## src/rtl/noc_in_buffer_if.sv

```systemverilog
// Link/route-compute handshake bundle for one router input port.
// master: upstream link plus route-compute stage; slave: the ingress buffer.
interface noc_in_buffer_if #(
   parameter int DATASIZE = 40
);
   logic [DATASIZE-1:0] link_data_in;
   logic                link_valid_in;
   logic                link_ready_out;
   logic                fifo_ready;
   logic [DATASIZE-1:0] data_out;
   logic                valid_out;

   modport master (
      output link_data_in, link_valid_in, fifo_ready,
      input  link_ready_out, data_out, valid_out
   );

   modport slave (
      input  link_data_in, link_valid_in, fifo_ready,
      output link_ready_out, data_out, valid_out
   );
endinterface

```

## src/rtl/noc_in_buffer.sv

```systemverilog
// Per-input-port ingress FIFO of the router.
// Flits are stored opaquely. A pop presents the head flit one cycle later on
// data_out/valid_out. A flit offered while full is dropped and sets a sticky
// overflow flag.
module noc_in_buffer #(
   parameter int DATASIZE = 40,
   parameter int DEPTH    = 4,
   parameter int AW       = $clog2(DEPTH)
) (
   input  logic            rc_clk,
   input  logic            rst_n,
   noc_in_buffer_if.slave  bus,
   output logic            empty,
   output logic            full,
   output logic [AW:0]     count,
   output logic            overflow
);

   logic [DATASIZE-1:0] mem [DEPTH];
   logic [AW:0]         wr_ptr, rd_ptr;
   logic [AW-1:0]       wr_idx, rd_idx;
   logic                push, pop;

   // Status decode uses registers only, so link_ready_out has no path from inputs.
   always_comb begin
      wr_idx = wr_ptr[AW-1:0];
      rd_idx = rd_ptr[AW-1:0];
      empty  = (wr_ptr == rd_ptr);
      full   = (wr_idx == rd_idx) && (wr_ptr[AW] != rd_ptr[AW]);
      count  = wr_ptr - rd_ptr;
      bus.link_ready_out = !full;
      // Push is gated on the registered full: a same-cycle pop never frees a slot.
      push   = bus.link_valid_in && !full;
      pop    = bus.fifo_ready && !empty;
   end

   // Storage array; contents are deliberately left unreset.
   always_ff @(posedge rc_clk) begin
      if (push) mem[wr_idx] <= bus.link_data_in;
   end

   // Pointers, registered output stage and sticky overflow.
   always_ff @(posedge rc_clk or negedge rst_n) begin
      if (!rst_n) begin
         wr_ptr        <= '0;
         rd_ptr        <= '0;
         bus.data_out  <= '0;
         bus.valid_out <= 1'b0;
         overflow      <= 1'b0;
      end else begin
         if (push) wr_ptr <= wr_ptr + 1'b1;
         if (pop) begin
            bus.data_out  <= mem[rd_idx];
            rd_ptr        <= rd_ptr + 1'b1;
            bus.valid_out <= 1'b1;
         end else begin
            bus.valid_out <= 1'b0;
         end
         if (bus.link_valid_in && full) overflow <= 1'b1;
      end
   end

endmodule

```

## src/flat_wrapper.sv

```systemverilog
// flat-port wrapper written by rule: the top's interface ports become plain ports
module noc_in_buffer_flat 
#(
   parameter int DATASIZE = 40,
   parameter int DEPTH    = 4,
   parameter int AW       = $clog2(DEPTH)
)
  (rc_clk, rst_n, empty, full, count, overflow, bus_link_data_in, bus_link_valid_in, bus_fifo_ready, bus_link_ready_out, bus_data_out, bus_valid_out);
  noc_in_buffer_if #(.DATASIZE(DATASIZE)) bus_i ();
  input  logic rc_clk;
  input  logic rst_n;
  output logic empty;
  output logic full;
  output logic [AW:0] count;
  output logic overflow;
  input wire logic [$bits(bus_i.link_data_in)-1:0] bus_link_data_in;
  input wire logic [$bits(bus_i.link_valid_in)-1:0] bus_link_valid_in;
  input wire logic [$bits(bus_i.fifo_ready)-1:0] bus_fifo_ready;
  output wire logic [$bits(bus_i.link_ready_out)-1:0] bus_link_ready_out;
  output wire logic [$bits(bus_i.data_out)-1:0] bus_data_out;
  output wire logic [$bits(bus_i.valid_out)-1:0] bus_valid_out;
  assign bus_i.link_data_in = bus_link_data_in;
  assign bus_i.link_valid_in = bus_link_valid_in;
  assign bus_i.fifo_ready = bus_fifo_ready;
  assign bus_link_ready_out = bus_i.link_ready_out;
  assign bus_data_out = bus_i.data_out;
  assign bus_valid_out = bus_i.valid_out;
  noc_in_buffer #(.DATASIZE(DATASIZE), .DEPTH(DEPTH), .AW(AW)) u_core (.rc_clk(rc_clk), .rst_n(rst_n), .bus(bus_i), .empty(empty), .full(full), .count(count), .overflow(overflow));
endmodule
```

## config.mk

```make
export PLATFORM = sky130hd
export DESIGN_NAME = noc_in_buffer_flat
export DESIGN_NICKNAME = d
export VERILOG_FILES = /design/src/rtl/noc_in_buffer_if.sv /design/src/rtl/noc_in_buffer.sv /design/src/flat_wrapper.sv
export SDC_FILE = /design/constraint.sdc
export NUM_CORES = 1
export LEC_CHECK = 0
export BUFFER_PORTS_ARGS = -buffer_cell sky130_fd_sc_hd__clkbuf_2
export CAP_MARGIN = 20
export CORE_MARGIN = 4
export CORE_UTILIZATION = 45
export DETAILED_ROUTE_END_ITERATION = 16
export SLEW_MARGIN = 20
export SYNTH_ARGS = -nofsm -noshare
export SYNTH_HDL_FRONTEND = slang
export SYNTH_SLANG_ARGS = --single-unit
export TNS_END_PERCENT = 1
```

## constraint.sdc

```tcl
create_clock -name rc_clk -period 3.05 [get_ports rc_clk]
set_input_delay 0.305 -clock rc_clk [delete_from_list [all_inputs] [get_ports rc_clk]]
set_output_delay 0.305 -clock rc_clk [all_outputs]
set_load 0.005 [all_outputs]
```

**Word-level counts from Yosys, hierarchy flattened**

Memories as Yosys holds them, arrays and structs flattened. A register that Yosys moved wholly into a read port is not among the register bits.
Index checks and enable logic that the tools add are counted.

- Register bits after elaboration: 8
- RAM bits: 160
- Bits of input ports: 44
- Output and inout bits: 48
- Word-level logic and storage cells: 21
- Memories kept: 1

- Add/subtract/negate cells: 3
- Equal/unequal tests: 3
- Mux-type cells: 3
- Reductions and logical operators: 7

Memory list:

| name | words | bits a word | read ports | clocked after Yosys merged registers in | write ports | line | source |
|---|---|---|---|---|---|---|---|
| u_core.mem | 4 | 40 | 1 | 1 | 1 | noc_in_buffer.sv:19 | `logic [DATASIZE-1:0] mem [DEPTH];` |

Operator list:

| kind | count |
|---|---|
| adder 3 x 1 -> 3 bit (second input constant) | 2 |
| logical AND 1 bit | 4 |
| equality test 3 bit | 1 |
| zero test 1 bit | 3 |
| two-way mux 1 bit | 3 |
| subtractor 3 bit | 1 |
| equality test 2 bit | 1 |
| != test 1 bit | 1 |

**Logic depth before layout (Yosys ltp)**

- Depth in word-level cells: 6
- Mapped depth: 8
- Mapped depth without buffers: 5

**Least setup slack after synthesis**

OpenSTA, ideal clock, no wires.

- Kind: register -> register
- From: register u_core.rd_ptr[1]
- To: memory u_core.mem[1][0] (enable)
- Setup time: 0.401 ns
- Data arrival time: 2.480 ns
- Required time: 2.649 ns
- Setup slack: 0.169 ns
- Cell stages (with the launch flop): 7
- Path buffers: 2
- Clock period less this slack: 2.881 ns
- Cell sequence: dfrtp_1 > clkbuf_1 > clkbuf_1 > inv_1 > ha_1 > nand3_1 > and3_1

- Longest elaborated chain between the ends: 6

Ends and longest elaborated chain:

| element | line | source |
|---|---|---|
| start, declared | noc_in_buffer.sv:20 | `logic [AW:0] wr_ptr, rd_ptr;` |
| start signal, assigned | noc_in_buffer.sv:54 | `rd_ptr <= rd_ptr + 1'b1;` |
| equality test 2 bit | noc_in_buffer.sv:29 | `full = (wr_idx == rd_idx) && (wr_ptr[AW] != rd_ptr[AW]);` |
| logical AND 1 bit | noc_in_buffer.sv:29 |  |
| zero test 1 bit | - |  |
| via bus_link_ready_out | flat_wrapper.sv:19 | `output wire logic [$bits(bus_i.link_ready_out)-1:0] bus_link_ready_out;` |
| logical AND 1 bit | noc_in_buffer.sv:33 | `push = bus.link_valid_in && !full;` |
| two-way mux 1 bit | noc_in_buffer.sv:39 | `if (push) mem[wr_idx] <= bus.link_data_in;` |
| two-way mux 1 bit (implied by the code) | noc_in_buffer.sv:39 |  |
| end, declared | noc_in_buffer.sv:19 |  |

The timed path passes the listed nets, and every way through them passes these cells.

**Worst setup path after layout**

- From: register u_core.wr_ptr[0]
- To: output count[2]

- Longest elaborated chain between the ends: 1

Ends and longest elaborated chain:

| element | line | source |
|---|---|---|
| start, declared | noc_in_buffer.sv:20 |  |
| start signal, assigned | noc_in_buffer.sv:51 | `if (push) wr_ptr <= wr_ptr + 1'b1;` |
| subtractor 3 bit | noc_in_buffer.sv:30 | `count = wr_ptr - rd_ptr;` |
| end, declared | flat_wrapper.sv:14 | `output logic [AW:0] count;` |

Every way passes these cells.

==> results_tabular.tex <==
\begin{tabular}{lr}
\hline
Metric & Value \\
\hline
\multicolumn{2}{l}{\textbf{Global routing}} \\
First-pass GRT wire length & around 23 mm \\
Global routing usage summed across all routing layers & 0.149 \\
Number of global-route vias before repair & approximately 3900 \\
Maximum number of pins on one net before global-route repair & 43 \\
Number of antenna violations at the first check in global routing & 0 \\
Total global routing overflow & 0 \\
\multicolumn{2}{l}{\textbf{Timing}} \\
Pins Over Slew Limit & 0 \\
Worst setup skew after layout & 6.55 ps \\
Count of final hold-check violations & 0 \\
Setup-violating endpoint count in the final report & 0 \\
Hold\_ws & 32.8 ps \\
Final critical-path setup slack & 767 ps \\
Slew at the pin closest to its max-slew limit & between 900 and 1000 ps \\
Total Negative Setup Slacks & 0 ps \\
RSZ-0062 raised after global routing & false \\
Maximum achievable frequency & 438 MHz \\
Post-layout minimum cycle time & roughly 2300 ps \\
Fin crit share & 0.749 \\
Relative slew slack & 0.389 \\
\multicolumn{2}{l}{\textbf{Yosys}} \\
Post-synthesis compound-gate area fraction & 0.00587 \\
Avg Synthesized Cell Area & 23.4 um\^{}2 \\
Xor and xnor fraction of the mapped netlist area & 0.00872 \\
Synthesized Nets & 389 \\
Portion of netlist area occupied by mux cells & 0.192 \\
Largest family of logic cells by synthesized area & multiplexers \\
Post-synthesis simple-gate area fraction & 0.00396 \\
Post-synthesis sequential element count & 208 \\
Synth Area in Adders & 0.0136 \\
Cell Area, Synth & 7890 um\^{}2 \\
Distinct cell type count after synthesis & 23 \\
Gate count of the mapped netlist & approximately 340 \\
Sequential-to-total area share from yosys stat & 0.761 \\
Warnings from Yosys & 0 \\
\multicolumn{2}{l}{\textbf{Place}} \\
I/O Buffers & 91 \\
Routability-driven placement congestion ratio & 0.689 \\
Detailed placement HPWL & 8.52 mm \\
Setup slack after placement & roughly 790 ps \\
Cell area reported after detailed placement & 8680 um\^{}2 \\
Cell count after placement & 652 \\
\multicolumn{2}{l}{\textbf{Layout}} \\
Filler-free cell count of the finished design & 693 \\
Finished layout cell area & 9330 um\^{}2 \\
Number of filler instances in the final layout & 1333 \\
Utilization of the core after routing & 0.542 \\
Area Growth Syn to Fin & 18.3\% \\
Post-layout nets & $\sim$500 \\
Fraction of final layout cells with drive strength greater than 1 & 0.466 \\
Count of antenna diodes in the layout & 0 \\
\multicolumn{2}{l}{\textbf{Critical path}} \\
Standard cell with the maximum stage delay on the critical path & dfrtp\_1 \\
Cell chain of the critical path & inv\_1 > ha\_1 > inv\_1 > fa\_1 > xnor2\_1 > clkbuf\_2 \\
Required arrival time at the worst endpoint & around 2700 ps \\
Number of buffer and inverter instances along the worst setup path & 3 \\
CP max FO & 4 \\
Sort of element at the end of the critical path & output port \\
Critical path startpoint category & flip-flop \\
Critical path's largest stage delay & 430 ps \\
CP top delay family & adder cells \\
Type of the setup path with the least slack & reg -> out \\
Arrival time at the worst endpoint & 1980 ps \\
Most common cell type on the critical path & inv\_1 \\
\multicolumn{2}{l}{\textbf{Power}} \\
Total leakage power & 3.53 nW \\
Total power & 9.74 mW \\
Peak ir drop on the vdd network & 0.597 mV \\
Power per cell area & 1040 nW/um\^{}2 \\
\multicolumn{2}{l}{\textbf{Clock network}} \\
CTS HTree Levels & 1 \\
Number of buffers created by CTS & 22 \\
Post\_cts resized & 0 \\
Total clock sinks & 208 \\
TritonCTS clock tree & built \\
Clock Pin Slew Worst Setup and Hold Paths & 60 ps \\
Insertion delay to the later sink of the worst-skew pair & slightly below 500 ps \\
Maximum clock insertion buffer count & 3 \\
Clock tree root buffer cell & clkbuf\_16 \\
\multicolumn{2}{l}{\textbf{Die}} \\
Initial core utilization & 0.458 \\
Total Die Area & a little under 20000 um\^{}2 \\
Core footprint & 17200 um\^{}2 \\
Top-level I/O count & 92 \\
Count of standard-cell rows & 48 \\
Die Height & 140 um \\
Overall die width & $\sim$140 um \\
\multicolumn{2}{l}{\textbf{Route}} \\
Detailed-route via count & 3548 \\
DRC errors left & 0 \\
Initial drt markers & 137 \\
Aggregate routed wire length & 14.2 mm \\
First drt pass iteration count & 4 \\
Average via count per standard cell & slightly above 5 \\
Average routed wire per standard cell & 20.5 um \\
DRT antenna net count & 0 \\
\multicolumn{2}{l}{\textbf{Outcome}} \\
Status & completed \\
\multicolumn{2}{l}{\textbf{Run}} \\
Reported max-cap violation count & 0 \\
\multicolumn{2}{l}{\textbf{Min path}} \\
HP Class & in -> reg \\
\hline
\end{tabular}
==> cells in the mapped netlist, drive strengths merged <==
cell type	instances	area, um^2
a21o	1	7.51
and3	3	18.8
buf	9	70.1
clkbuf	5	18.8
dfrtp	48	1200
edfxtp	160	4800
fa	1	20.0
ha	7	87.6
inv	7	26.3
mux2	42	616
mux4	40	901
nand2	1	3.75
nand3	1	5.00
nor2	1	3.75
o211a	1	10.0
o211ai	1	7.51
o21ai	2	21.3
xnor2	5	43.8
xor2	2	25.0
==> flip-flops by register name (all words and copies together) (netlist names) <==
register	count
u_core.mem	160
u_core.bus.data_out	40
u_core.rd_ptr	3
u_core.wr_ptr	3
u_core.bus.valid_out	1
u_core.overflow	1
==> routing by layer <==
| layer | wire, um | GRT usage | part of all wire |
|---|---|---|---|
| met2 | 7140 | 0.253 | 0.50 |
| met3 | 938 | 0.0369 | 0.066 |
| met5 | 0 | 0 | 0 |
| met4 | 259 | 0.0342 | 0.018 |
| met1 | 5880 | 0.195 | 0.41 |
==> path summary, 6_finish.rpt <==
check                           slack [ps]                          from  depth (start not counted)                             endpoint
worst max-delay path                   770  u_core.wr_ptr[0]$_DFFE_PN0P_                          6                             count[2]
worst min-delay path                    30           bus_link_data_in[5]                          1           u_core.mem[2][5]$_DFFE_PP_
max in group asynchronous             1850                         rst_n                          3  u_core.bus.data_out[26]$_DFFE_PN0P_
worst min register to register         470   u_core.overflow$_DFFE_PN0P_                          1          u_core.overflow$_DFFE_PN0P_
worst max register to register         810  u_core.wr_ptr[0]$_DFFE_PN0P_                          5          u_core.mem[1][14]$_DFFE_PP_
min in group asynchronous              490                         rst_n                          2  u_core.bus.data_out[30]$_DFFE_PN0P_
==> what timing repair did <==
item / in CTS / in global routing
setup endpoints to repair: 0 / 0
hold endpoints to repair: 30 / 0
hold buffers: 1 / 0
setup buffers: 0 / 0
==> cell families after synthesis <==
logic type | after synthesis
DFF | 208
muxes | 82
buffers and inverters | 21
adders and majority gates | 8
xor gates and xnor gates | 7
and+or+nand+nor | 6
AOI/OAI and AO/OA | 5
==> placed cells by master, fill, tap and decap left out, types with 4 or more instances in the layout <==
cell type	n
clkinv_1	4
ha_1	7
mux2_2	4
clkbuf_2	91
buf_4	10
edfxtp_1	160
clkbuf_1	12
dfrtp_1	46
mux2_4	38
inv_1	7
clkbuf_16	23
mux4_2	40
xnor2_1	5
==> area by class of cell <==
class / instances / area (um^2) / share of cell area
Sequential cell: 208 / 6010 / 0.644
Inverter: 7 / 26.3 / 0.00282
Multi-Input combinational cell: 108 / 1770 / 0.190
Tap cell: 225 / 282 / 0.0302
Clock inverter: 5 / 20.0 / 0.00214
Timing Repair Buffer: 105 / 601 / 0.0643
Clock buffer: 35 / 621 / 0.0665
==> report_power, final <==
group          total (mW)  internal [mW]  switching [mW]
Sequential           4.28           3.95           0.326
Combinational        3.09           1.69            1.40
Clock                2.37           1.39           0.985
Note: power is estimated with default switching activity, not from simulation.
